$ cat config.mk
export PLATFORM = sky130hd
export DESIGN_NAME = level_countdown_timer_flat
export DESIGN_NICKNAME = d
export VERILOG_FILES = /design/src/rtl/timer_pkg.sv /design/src/rtl/level_countdown_timer_if.sv /design/src/rtl/bcd_down_counter.sv /design/src/rtl/level_countdown_timer.sv /design/src/flat_wrapper.sv
export SDC_FILE = /design/constraint.sdc
export NUM_CORES = 1
export LEC_CHECK = 0
export ABC_AREA = 1
export CAP_MARGIN = 40
export CORE_ASPECT_RATIO = 1.5
export CORE_UTILIZATION = 50
export DETAILED_ROUTE_END_ITERATION = 10
export GPL_TIMING_DRIVEN = 0
export HOLD_SLACK_MARGIN = 0.02
export PLACE_DENSITY = 0.72
export SLEW_MARGIN = 0
export SYNTH_ARGS = -nofsm -noshare
export SYNTH_HDL_FRONTEND = slang
export SYNTH_SLANG_ARGS = --single-unit
$ cat constraint.sdc
create_clock -name clk -period 12.7 [get_ports clk]
set_input_delay 1.27 -clock clk [delete_from_list [all_inputs] [get_ports clk]]
set_output_delay 1.27 -clock clk [all_outputs]
set_load 0.02 [all_outputs]
$ cat src/rtl/timer_pkg.sv
// rtl/timer_pkg.sv - shared types and helpers for the level countdown timer
package timer_pkg;

    typedef enum logic [1:0] {
        IDLE,
        RUNNING,
        PAUSED,
        EXPIRED
    } timer_state_t;

    typedef logic [3:0] bcd_digit_t;

    // Wide enough for the largest supported display (four digits, 9999).
    localparam int COUNT_W = 14;

    function automatic int max_count(input int num_digits);
        int m;
        m = 1;
        for (int i = 0; i < num_digits; i++) begin
            m = m * 10;
        end
        return m - 1;
    endfunction

    function automatic bcd_digit_t bin_to_bcd(input logic [31:0] value, input int digit);
        logic [31:0] v;
        v = value;
        for (int i = 0; i < 4; i++) begin
            if (i < digit) begin
                v = v / 32'd10;
            end
        end
        return bcd_digit_t'(v % 32'd10);
    endfunction

endpackage

$ cat src/rtl/level_countdown_timer_if.sv
// rtl/level_countdown_timer_if.sv - control and display signals between level controller and timer
interface level_countdown_timer_if #(
    parameter int NUM_DIGITS  = 2,
    parameter int BONUS_WIDTH = 7
);
    logic                    start_level;
    logic                    pause;
    logic                    one_sec_tick;
    logic                    add_time;
    logic [BONUS_WIDTH-1:0]  bonus_amount;
    logic [4*NUM_DIGITS-1:0] digits;
    logic                    enable_timer;
    logic                    timer_ended;
    logic                    expired;
    logic                    low_time;

    modport master (
        output start_level, pause, one_sec_tick, add_time, bonus_amount,
        input  digits, enable_timer, timer_ended, expired, low_time
    );

    modport slave (
        input  start_level, pause, one_sec_tick, add_time, bonus_amount,
        output digits, enable_timer, timer_ended, expired, low_time
    );
endinterface

$ cat src/rtl/bcd_down_counter.sv
// rtl/bcd_down_counter.sv - binary count with load, decrement, saturating add and registered BCD view
module bcd_down_counter
    import timer_pkg::*;
#(
    parameter int NUM_DIGITS  = 2,
    parameter int BONUS_WIDTH = 7
) (
    input  logic                    clk,
    input  logic                    resetN,
    input  logic                    load,
    input  logic [COUNT_W-1:0]      load_value,
    input  logic                    dec,
    input  logic                    add,
    input  logic [BONUS_WIDTH-1:0]  add_value,
    output logic [COUNT_W-1:0]      count,
    output logic [4*NUM_DIGITS-1:0] digits,
    output logic                    next_zero
);

    localparam logic [31:0] MAX = 32'(max_count(NUM_DIGITS));

    logic [31:0]             sum_sat;
    logic [COUNT_W-1:0]      count_next;
    logic [4*NUM_DIGITS-1:0] digits_next;

    // Saturate after the add, then take the tick, so a bonus can rescue a count of 1.
    always_comb begin
        sum_sat = 32'(count) + (add ? 32'(add_value) : 32'd0);
        if (sum_sat > MAX) begin
            sum_sat = MAX;
        end
        if (dec && (sum_sat != 32'd0)) begin
            sum_sat = sum_sat - 32'd1;
        end
        count_next  = load ? load_value : COUNT_W'(sum_sat);
        digits_next = '0;
        for (int d = 0; d < NUM_DIGITS; d++) begin
            digits_next[4*d +: 4] = bin_to_bcd(32'(count_next), d);
        end
    end

    assign next_zero = (count_next == '0);

    // BCD is converted from the next value so digits and count always land on the same edge.
    always_ff @(posedge clk or negedge resetN) begin
        if (!resetN) begin
            count  <= '0;
            digits <= '0;
        end else begin
            count  <= count_next;
            digits <= digits_next;
        end
    end

endmodule

$ cat src/rtl/level_countdown_timer.sv
// rtl/level_countdown_timer.sv - level countdown FSM with pause, bonus time and low-time warning
module level_countdown_timer
    import timer_pkg::*;
#(
    parameter int NUM_DIGITS     = 2,
    parameter int START_VALUE    = 60,
    parameter int WARN_THRESHOLD = 10,
    parameter int BONUS_WIDTH    = 7
) (
    input logic                    clk,
    input logic                    resetN,
    level_countdown_timer_if.slave bus
);

    localparam logic [COUNT_W-1:0] START_C = COUNT_W'(START_VALUE);
    localparam logic [COUNT_W-1:0] WARN_C  = COUNT_W'(WARN_THRESHOLD);

    timer_state_t            state;
    logic                    enable_r;
    logic                    ended_r;
    logic                    expired_r;
    logic [COUNT_W-1:0]      count;
    logic [4*NUM_DIGITS-1:0] digits;
    logic                    next_zero;
    logic                    dec;
    logic                    add;

    // A high pause blocks the tick even in the cycle RUNNING hands over to PAUSED.
    assign dec = (state == RUNNING) && bus.one_sec_tick && !bus.pause && !bus.start_level;
    assign add = bus.add_time && ((state == RUNNING) || (state == PAUSED));

    bcd_down_counter #(
        .NUM_DIGITS  (NUM_DIGITS),
        .BONUS_WIDTH (BONUS_WIDTH)
    ) u_counter (
        .clk        (clk),
        .resetN     (resetN),
        .load       (bus.start_level),
        .load_value (START_C),
        .dec        (dec),
        .add        (add),
        .add_value  (bus.bonus_amount),
        .count      (count),
        .digits     (digits),
        .next_zero  (next_zero)
    );

    always_ff @(posedge clk or negedge resetN) begin
        if (!resetN) begin
            state     <= IDLE;
            enable_r  <= 1'b0;
            ended_r   <= 1'b0;
            expired_r <= 1'b0;
        end else begin
            ended_r <= 1'b0;
            if (bus.start_level) begin
                if (START_VALUE == 0) begin
                    state     <= EXPIRED;
                    enable_r  <= 1'b0;
                    ended_r   <= 1'b1;
                    expired_r <= 1'b1;
                end else begin
                    state     <= RUNNING;
                    enable_r  <= 1'b1;
                    expired_r <= 1'b0;
                end
            end else begin
                case (state)
                    RUNNING: begin
                        if (dec && next_zero) begin
                            state     <= EXPIRED;
                            enable_r  <= 1'b0;
                            ended_r   <= 1'b1;
                            expired_r <= 1'b1;
                        end else if (bus.pause) begin
                            state    <= PAUSED;
                            enable_r <= 1'b0;
                        end
                    end
                    PAUSED: begin
                        if (!bus.pause) begin
                            state    <= RUNNING;
                            enable_r <= 1'b1;
                        end
                    end
                    default: begin
                    end
                endcase
            end
        end
    end

    assign bus.digits       = digits;
    assign bus.enable_timer = enable_r;
    assign bus.timer_ended  = ended_r;
    assign bus.expired      = expired_r;
    assign bus.low_time     = ((state == RUNNING) || (state == PAUSED))
                              && (count != '0) && (count <= WARN_C);

endmodule

$ cat src/flat_wrapper.sv
// flat-port wrapper written by rule: the top's interface ports become plain ports
module level_countdown_timer_flat import timer_pkg::*;
#(
    parameter int NUM_DIGITS     = 2,
    parameter int START_VALUE    = 60,
    parameter int WARN_THRESHOLD = 10,
    parameter int BONUS_WIDTH    = 7
)
  (clk, resetN, bus_start_level, bus_pause, bus_one_sec_tick, bus_add_time, bus_bonus_amount, bus_digits, bus_enable_timer, bus_timer_ended, bus_expired, bus_low_time);
  level_countdown_timer_if #(.NUM_DIGITS(NUM_DIGITS), .BONUS_WIDTH(BONUS_WIDTH)) bus_i ();
  input logic clk;
  input logic resetN;
  input wire logic [$bits(bus_i.start_level)-1:0] bus_start_level;
  input wire logic [$bits(bus_i.pause)-1:0] bus_pause;
  input wire logic [$bits(bus_i.one_sec_tick)-1:0] bus_one_sec_tick;
  input wire logic [$bits(bus_i.add_time)-1:0] bus_add_time;
  input wire logic [$bits(bus_i.bonus_amount)-1:0] bus_bonus_amount;
  output wire logic [$bits(bus_i.digits)-1:0] bus_digits;
  output wire logic [$bits(bus_i.enable_timer)-1:0] bus_enable_timer;
  output wire logic [$bits(bus_i.timer_ended)-1:0] bus_timer_ended;
  output wire logic [$bits(bus_i.expired)-1:0] bus_expired;
  output wire logic [$bits(bus_i.low_time)-1:0] bus_low_time;
  assign bus_i.start_level = bus_start_level;
  assign bus_i.pause = bus_pause;
  assign bus_i.one_sec_tick = bus_one_sec_tick;
  assign bus_i.add_time = bus_add_time;
  assign bus_i.bonus_amount = bus_bonus_amount;
  assign bus_digits = bus_i.digits;
  assign bus_enable_timer = bus_i.enable_timer;
  assign bus_timer_ended = bus_i.timer_ended;
  assign bus_expired = bus_i.expired;
  assign bus_low_time = bus_i.low_time;
  level_countdown_timer #(.NUM_DIGITS(NUM_DIGITS), .START_VALUE(START_VALUE), .WARN_THRESHOLD(WARN_THRESHOLD), .BONUS_WIDTH(BONUS_WIDTH)) u_core (.clk(clk), .resetN(resetN), .bus(bus_i));
endmodule
### Yosys cells after proc, flatten, opt, wreduce, memory -nomap -nowiden

Cells that the tools add are included.

| operators by class | value |
|---|---|
| add/sub/neg operators | 2 |
| reduce and logical (&&, ||, !) cells | 19 |
| multiplexer cells | 20 |
| magnitude comparators | 2 |
| equal/unequal tests | 4 |
| div/mod/pow operators | 3 |

Operators by type and width:

| cell | number |
|---|---|
| $add A14 B32 Y32 | 1 |
| $div A14 B4 Y32 const B | 1 |
| $gt A32 B7 Y1 const B | 1 |
| $mod A14 B4 Y32 const B | 1 |
| $mod A32 B4 Y32 const B | 1 |
| $mux W32 | 1 |
| $reduce_bool A32 Y1 | 1 |
| $mux W14 | 2 |
| $le A14 B4 Y1 const B | 1 |
| $logic_not A14 Y1 | 1 |
| $reduce_bool A14 Y1 | 1 |
| $sub A14 B1 Y14 const B | 1 |
| $mux W1 | 10 |
| $logic_and A1 B1 Y1 | 8 |
| $mux W2 | 4 |
| $mux W7 | 1 |
| $ne A4 B4 Y1 const B | 1 |
| $pmux W2 S2 | 1 |
| $reduce_bool A2 Y1 | 2 |
| $ne A3 B3 Y1 const B | 1 |
| $reduce_and A3 Y1 | 1 |
| $reduce_bool A3 Y1 | 1 |
| $eq A2 B1 Y1 const B | 1 |
| $eq A2 B2 Y1 const B | 1 |
| 4 further kinds | 5 |

| storage, ports and cells | value |
|---|---|
| register bits after elaboration | 27 |
| output and inout port bits | 12 |
| input bits | 13 |
| logic and storage cells | 56 |

### Logic depth before layout (Yosys ltp)

| depth | value |
|---|---|
| word-level depth | 16 |
| depth in mapped cells | 54 |
| depth with buffers taken out | 54 |

### Hierarchy

From an unflattened synthesis, not the netlist that was laid out.

| second synthesis, totals | value |
|---|---|
| cell total of the unflattened synthesis | 1,091 |
| area total of the unflattened synthesis | 6,035.8 sq um |

By module, submodules not included:

| module | instances | area each (sq um) | seq. area each (sq um) | cells each |
|---|---|---|---|---|
| bcd_down_counter | 1 | 5,650.4 | 525.5 | 1,036 |
| level_countdown_timer | 1 | 385.4 | 125.1 | 55 |

### Worst setup path before layout

No wires, ideal clock.

| path | value |
|---|---|
| kind | input to register |
| from | input bus_add_time |
| to | register u_core.u_counter.digits[7] |
| buffers on the path | 0 |
| stages | 49 |
| setup time | 0.117 ns |
| setup slack | 6.324 ns |
| required time | 12.583 ns |
| arrival | 6.260 ns |
| cell sequence | nand2_1 nor2_1 ha_1 inv_1 fa_1 inv_1 nand2_1 nand2_1 nand3_1 nand2_1 nand2_1 nand2_1 nand2_1 nand2_1 nor2_1 nand2_2 nor2_8 nand2_2 [13 not listed] nand2_1 nand3_1 nor2_1 inv_1 nand3_1 nand2_1 inv_1 o2111ai_1 nand2_1 nand2_1 nor2_1 nand3_1 nand2_1 inv_1 ha_1 xnor2_1 nand2_1 nand2_1 |

| on the way | value |
|---|---|
| word-level cells in the longest chain between the ends | 11 |
| elaborated cells between the ends (all ways) | 12 |
| those cells by class | add/sub (2); div (2); order compare (1); mux (4); reduce/logical (3) |

RTL lines:

| element | line | RTL |
|---|---|---|
| start, declared | flat_wrapper.sv:16 | `input wire logic [$bits(bus_i.add_time)-1:0] bus_add_time;` |
| $logic_and A1 B1 Y1 (*) | level_countdown_timer.sv:30 | `assign add = bus.add_time && ((state == RUNNING) \|\| (state == PAUSED));` |
| $mux W7 (*) | bcd_down_counter.sv:28 | `sum_sat = 32'(count) + (add ? 32'(add_value) : 32'd0);` |
| $add A14 B32 Y32 (*) | bcd_down_counter.sv:28 |  |
| $gt A32 B7 Y1 | bcd_down_counter.sv:29 | `if (sum_sat > MAX) begin` |
| $mux W32 (*) | bcd_down_counter.sv:29 |  |
| parallel branches: the longest is 2 deep, another holds $sub A14 B1 Y14 | n/a |  |
| $mux W14 (*) | bcd_down_counter.sv:32 | `if (dec && (sum_sat != 32'd0)) begin` |
| $mux W14 (*) | bcd_down_counter.sv:35 | `count_next = load ? load_value : COUNT_W'(sum_sat);` |
| named net u_core.u_counter.count_next[13] | bcd_down_counter.sv:23 | `logic [COUNT_W-1:0] count_next;` |
| $div A14 B4 Y32 (*) | timer_pkg.sv:30 | `v = v / 32'd10;` |
| $mod A32 B4 Y32 (*) | timer_pkg.sv:33 | `return bcd_digit_t'(v % 32'd10);` |
| named net u_core.u_counter.digits_next[7] | bcd_down_counter.sv:24 | `logic [4*NUM_DIGITS-1:0] digits_next;` |
| end signal, assigned | bcd_down_counter.sv:51 | `digits <= digits_next;` |
| end, declared | bcd_down_counter.sv:16 | `output logic [4*NUM_DIGITS-1:0] digits,` |

Mark *: on every way through the listed nets, which the timed path passes.
A chain may end at the register's enable or synchronous reset.

### Worst setup path in the final report

| path | value |
|---|---|
| from | input bus_add_time |
| to | register u_core.u_counter.digits[7] |

| on the way | value |
|---|---|
| word-level cells in the longest chain between the ends | 11 |
| elaborated cells between the ends (all ways) | 12 |
| those cells by class | add/sub (2); div (2); order compare (1); mux (4); reduce/logical (3) |

RTL lines:

| element | line |
|---|---|
| $logic_and A1 B1 Y1 (*) | level_countdown_timer.sv:30 |
| $mux W7 (*) | bcd_down_counter.sv:28 |
| $add A14 B32 Y32 (*) | bcd_down_counter.sv:28 |
| $gt A32 B7 Y1 | bcd_down_counter.sv:29 |
| $mux W32 (*) | bcd_down_counter.sv:29 |
| parallel branches: the longest is 2 deep, another holds $sub A14 B1 Y14 | n/a |
| $mux W14 (*) | bcd_down_counter.sv:32 |
| $mux W14 (*) | bcd_down_counter.sv:35 |
| $div A14 B4 Y32 (*) | timer_pkg.sv:30 |
| $mod A32 B4 Y32 (*) | timer_pkg.sv:33 |
| named net u_core.u_counter.digits_next[7] | bcd_down_counter.sv:24 |

Marks and branches as above.

==> results.txt <==
Synth Warn # -> 0
crit path kind -> input pin to flop
critical path's top delay family -> simple AND/OR/NAND/NOR gates
wire length per cell -> 11.7 microns
Final Hold Viols -> 0
cts hold-fix bufs -> 0
Hold Path Origin -> u_core.bus.expired$_DFFE_PN0P_
Setup TNS -> 0 ns
core area -> 5570 sq um
area occupied by multi-input gates -> 1940 sq um
CP dominant cell by count -> nand2_1
Slew Viols, Final -> 0
via density per instance -> 5.10
Clock Skews -> 0.00634 ns
routed wire length -> 6520 microns
CTS tree -> yes
fraction of layout cells with a size suffix above 1 -> 0.154
status -> finished clean
syn_area_per_cell -> 6.46 sq um
Placer Congestion -> 0.898
Post-CTS Repair Setup Buffers -> 0
arrival time worst endpoint -> 7.64 ns
dpl hpwl -> 5590 microns
final number of setup-violating endpoints -> 0
#FFs+latches synth -> 26
slowest stage delay, CP -> 0.47 ns
register area -> 651 sq um
Worst Path Buf+Inv -> 9
initial core utilization -> 0.529
Synth top area share -> 0.221
Rows -> 33
# diodes -> 0
synthesized cell area -> 2950 sq um
Port Buffer Count -> 24
Main synth FF type -> dfrtp_1
synth unique cells -> 44
ys async rst share -> 1.00
GRT Util Overall -> 0.228
Die W -> 64.7 microns
Root Buffer -> clkbuf_8
grt ovf -> 0
Die Area -> 6210 sq um
clock buffer depth -> 2
CTS Buf Count -> 3
class of the worst hold path -> flop to flop
DRC violations left -> 0
CP startpoint -> bus_add_time
CP max FO -> 10
first-pass GRT wire length -> 11,200 microns
I/O pin count -> 25
startpoint types -> input pin
initial DRC count -> 118
Slew headroom -> 0.605
number of global-route vias before repair -> 2,688
Setup WS post-layout -> 5.23 ns
Max Fclk -> 0.134 GHz
Synth area leader -> dfrtp_1
number of synthesized flops with an enable pin -> 0
crit path capture type -> flop
CTS sink count -> 26
Post-CTS Resized -> 0
register area share after synthesis -> 0.221
CP max-delay cell -> clkdlybuf4s50_1
Layout area overhead -> 14.6%
largest net degree at the start of global routing -> 19
Tightest Pin Transition -> 0.590 ns
Worst-Skew Late Latency -> 0.27 ns
RSZ-0062 raised after global routing -> no
Worst-path clk slew -> 0.09 ns
DR pass1 iterations -> 4
Req. time, crit path -> 12.87 ns
minimum clock period -> 7.47 ns
nets@finish -> 516
via count -> 2,833
Post-Place Setup Slack -> 4.89 ns
CTS HTree Levels -> 1
initial antenna violation count -> 0
Vert. Die Dim -> 96.0 microns
synth top area cells -> dfrtp_1 (22%), nand2_1 (16%), inv_1 (10%), nand3_1 (6.8%), ha_1 (6.4%)
Fill cells -> 562
maxcap violations -> 0
Detail Route Antenna Nets -> 0
final period utilization -> 0.588
worst r2r src -> u_core.state[0]$_DFFE_PN0P_
Cells after Synth -> 456
[placed cells by master (no fill, tap or decap), drive strengths merged, types with 2 or more instances in the layout]
master	n
ha	15
nand3b	4
nand2	146
nand4	12
clkbuf	3
xor2	3
conb	2
o21ai	13
nand3	49
o211ai	2
clkdlybuf4s50	24
dfrtp	26
o21a	2
nor3	9
buf	2
or2	3
inv	93
a31oi	3
nor4	6
nor2	50
a21oi	9
[cells by family (layout without fill, tap and decap cells)]
family                   Yosys count  after routing  share of synthesized area
adder cells (fa/ha/maj)           16             16                     0.0705
other                              1              2                    0.00127
buffers and inverters             95            124                      0.122
AND/OR/NAND/NOR                  280            280                      0.488
XOR/XNOR                           4              4                     0.0119
flip-flops                        26             26                      0.221
AO/OA/AOI/OAI                     34             34                     0.0854
[layout make-up]
cell class	count	share of cell area
buffer	1	0.00222
clock buffer	3	0.0122
clock inverter	1	0.00889
inverter	94	0.104
multi-input combinational	336	0.574
sequential	26	0.193
tap	70	0.0259
timing repair buffer	25	0.0793
[cells in the mapped netlist (all sizes together) (2+ instances only)]
cell type,n
nor4,6
nand3,49
nand3b,4
nor3,9
ha,15
dfrtp,26
inv,93
nand2,146
a21oi,9
nor2,50
xor2,3
o211ai,2
or2,3
a31oi,3
nand4,12
o21a,2
o21ai,13
[per-stage QoR]
stage,utilization,hold WS (ns),instance area [sq um],std cells
after CTS,0.606,0.511,3380,556
final,0.606,0.503,3380,556
after global routing,0.606,0.531,3380,556
after global placement,0.588,0.481,3280,551
after floorplan,-,0.522,2950,457
after detailed placement,0.593,0.489,3310,552
[worst paths after layout]
| check | end | slack (ns) | cells past startpoint |
|---|---|---|---|
| worst max-delay path | u_core.u_counter.digits[7]$_DFF_PN0_ | 5.23 | 48 |
| worst min-delay path | u_core.bus.expired$_DFFE_PN0P_ | 0.50 | 1 |
| worst max register to register | u_core.u_counter.digits[7]$_DFF_PN0_ | 5.85 | 50 |
| worst min register to register | u_core.bus.expired$_DFFE_PN0P_ | 0.50 | 1 |
| max in group asynchronous | u_core.u_counter.digits[6]$_DFF_PN0_ | 10.93 | 2 |
| min in group asynchronous | u_core.u_counter.digits[2]$_DFF_PN0_ | 1.31 | 1 |
[flip-flops by register name, indices dropped and copies added (netlist names)]
register                 cells
u_core.u_counter.count      13
u_core.u_counter.digits      8
u_core.state                 2
u_core.bus.enable_timer      1
u_core.bus.expired           1
u_core.bus.timer_ended       1
[per-layer routing]
| layer | vias up | global-route usage | wire [microns] |
|---|---|---|---|
| met2 | 33 | 0.446 | 3580 |
| met4 | 0 | 0.0852 | 167 |
| met3 | 13 | 0.0118 | 87 |
| met5 | - | 0 | 0 |
| met1 | 1281 | 0.255 | 2680 |
| li1 | 1506 | - | - |
Power is left out: the tool's default activity adds up to more than one toggle a clock period on the data nets, which glitch-free logic cannot reach.
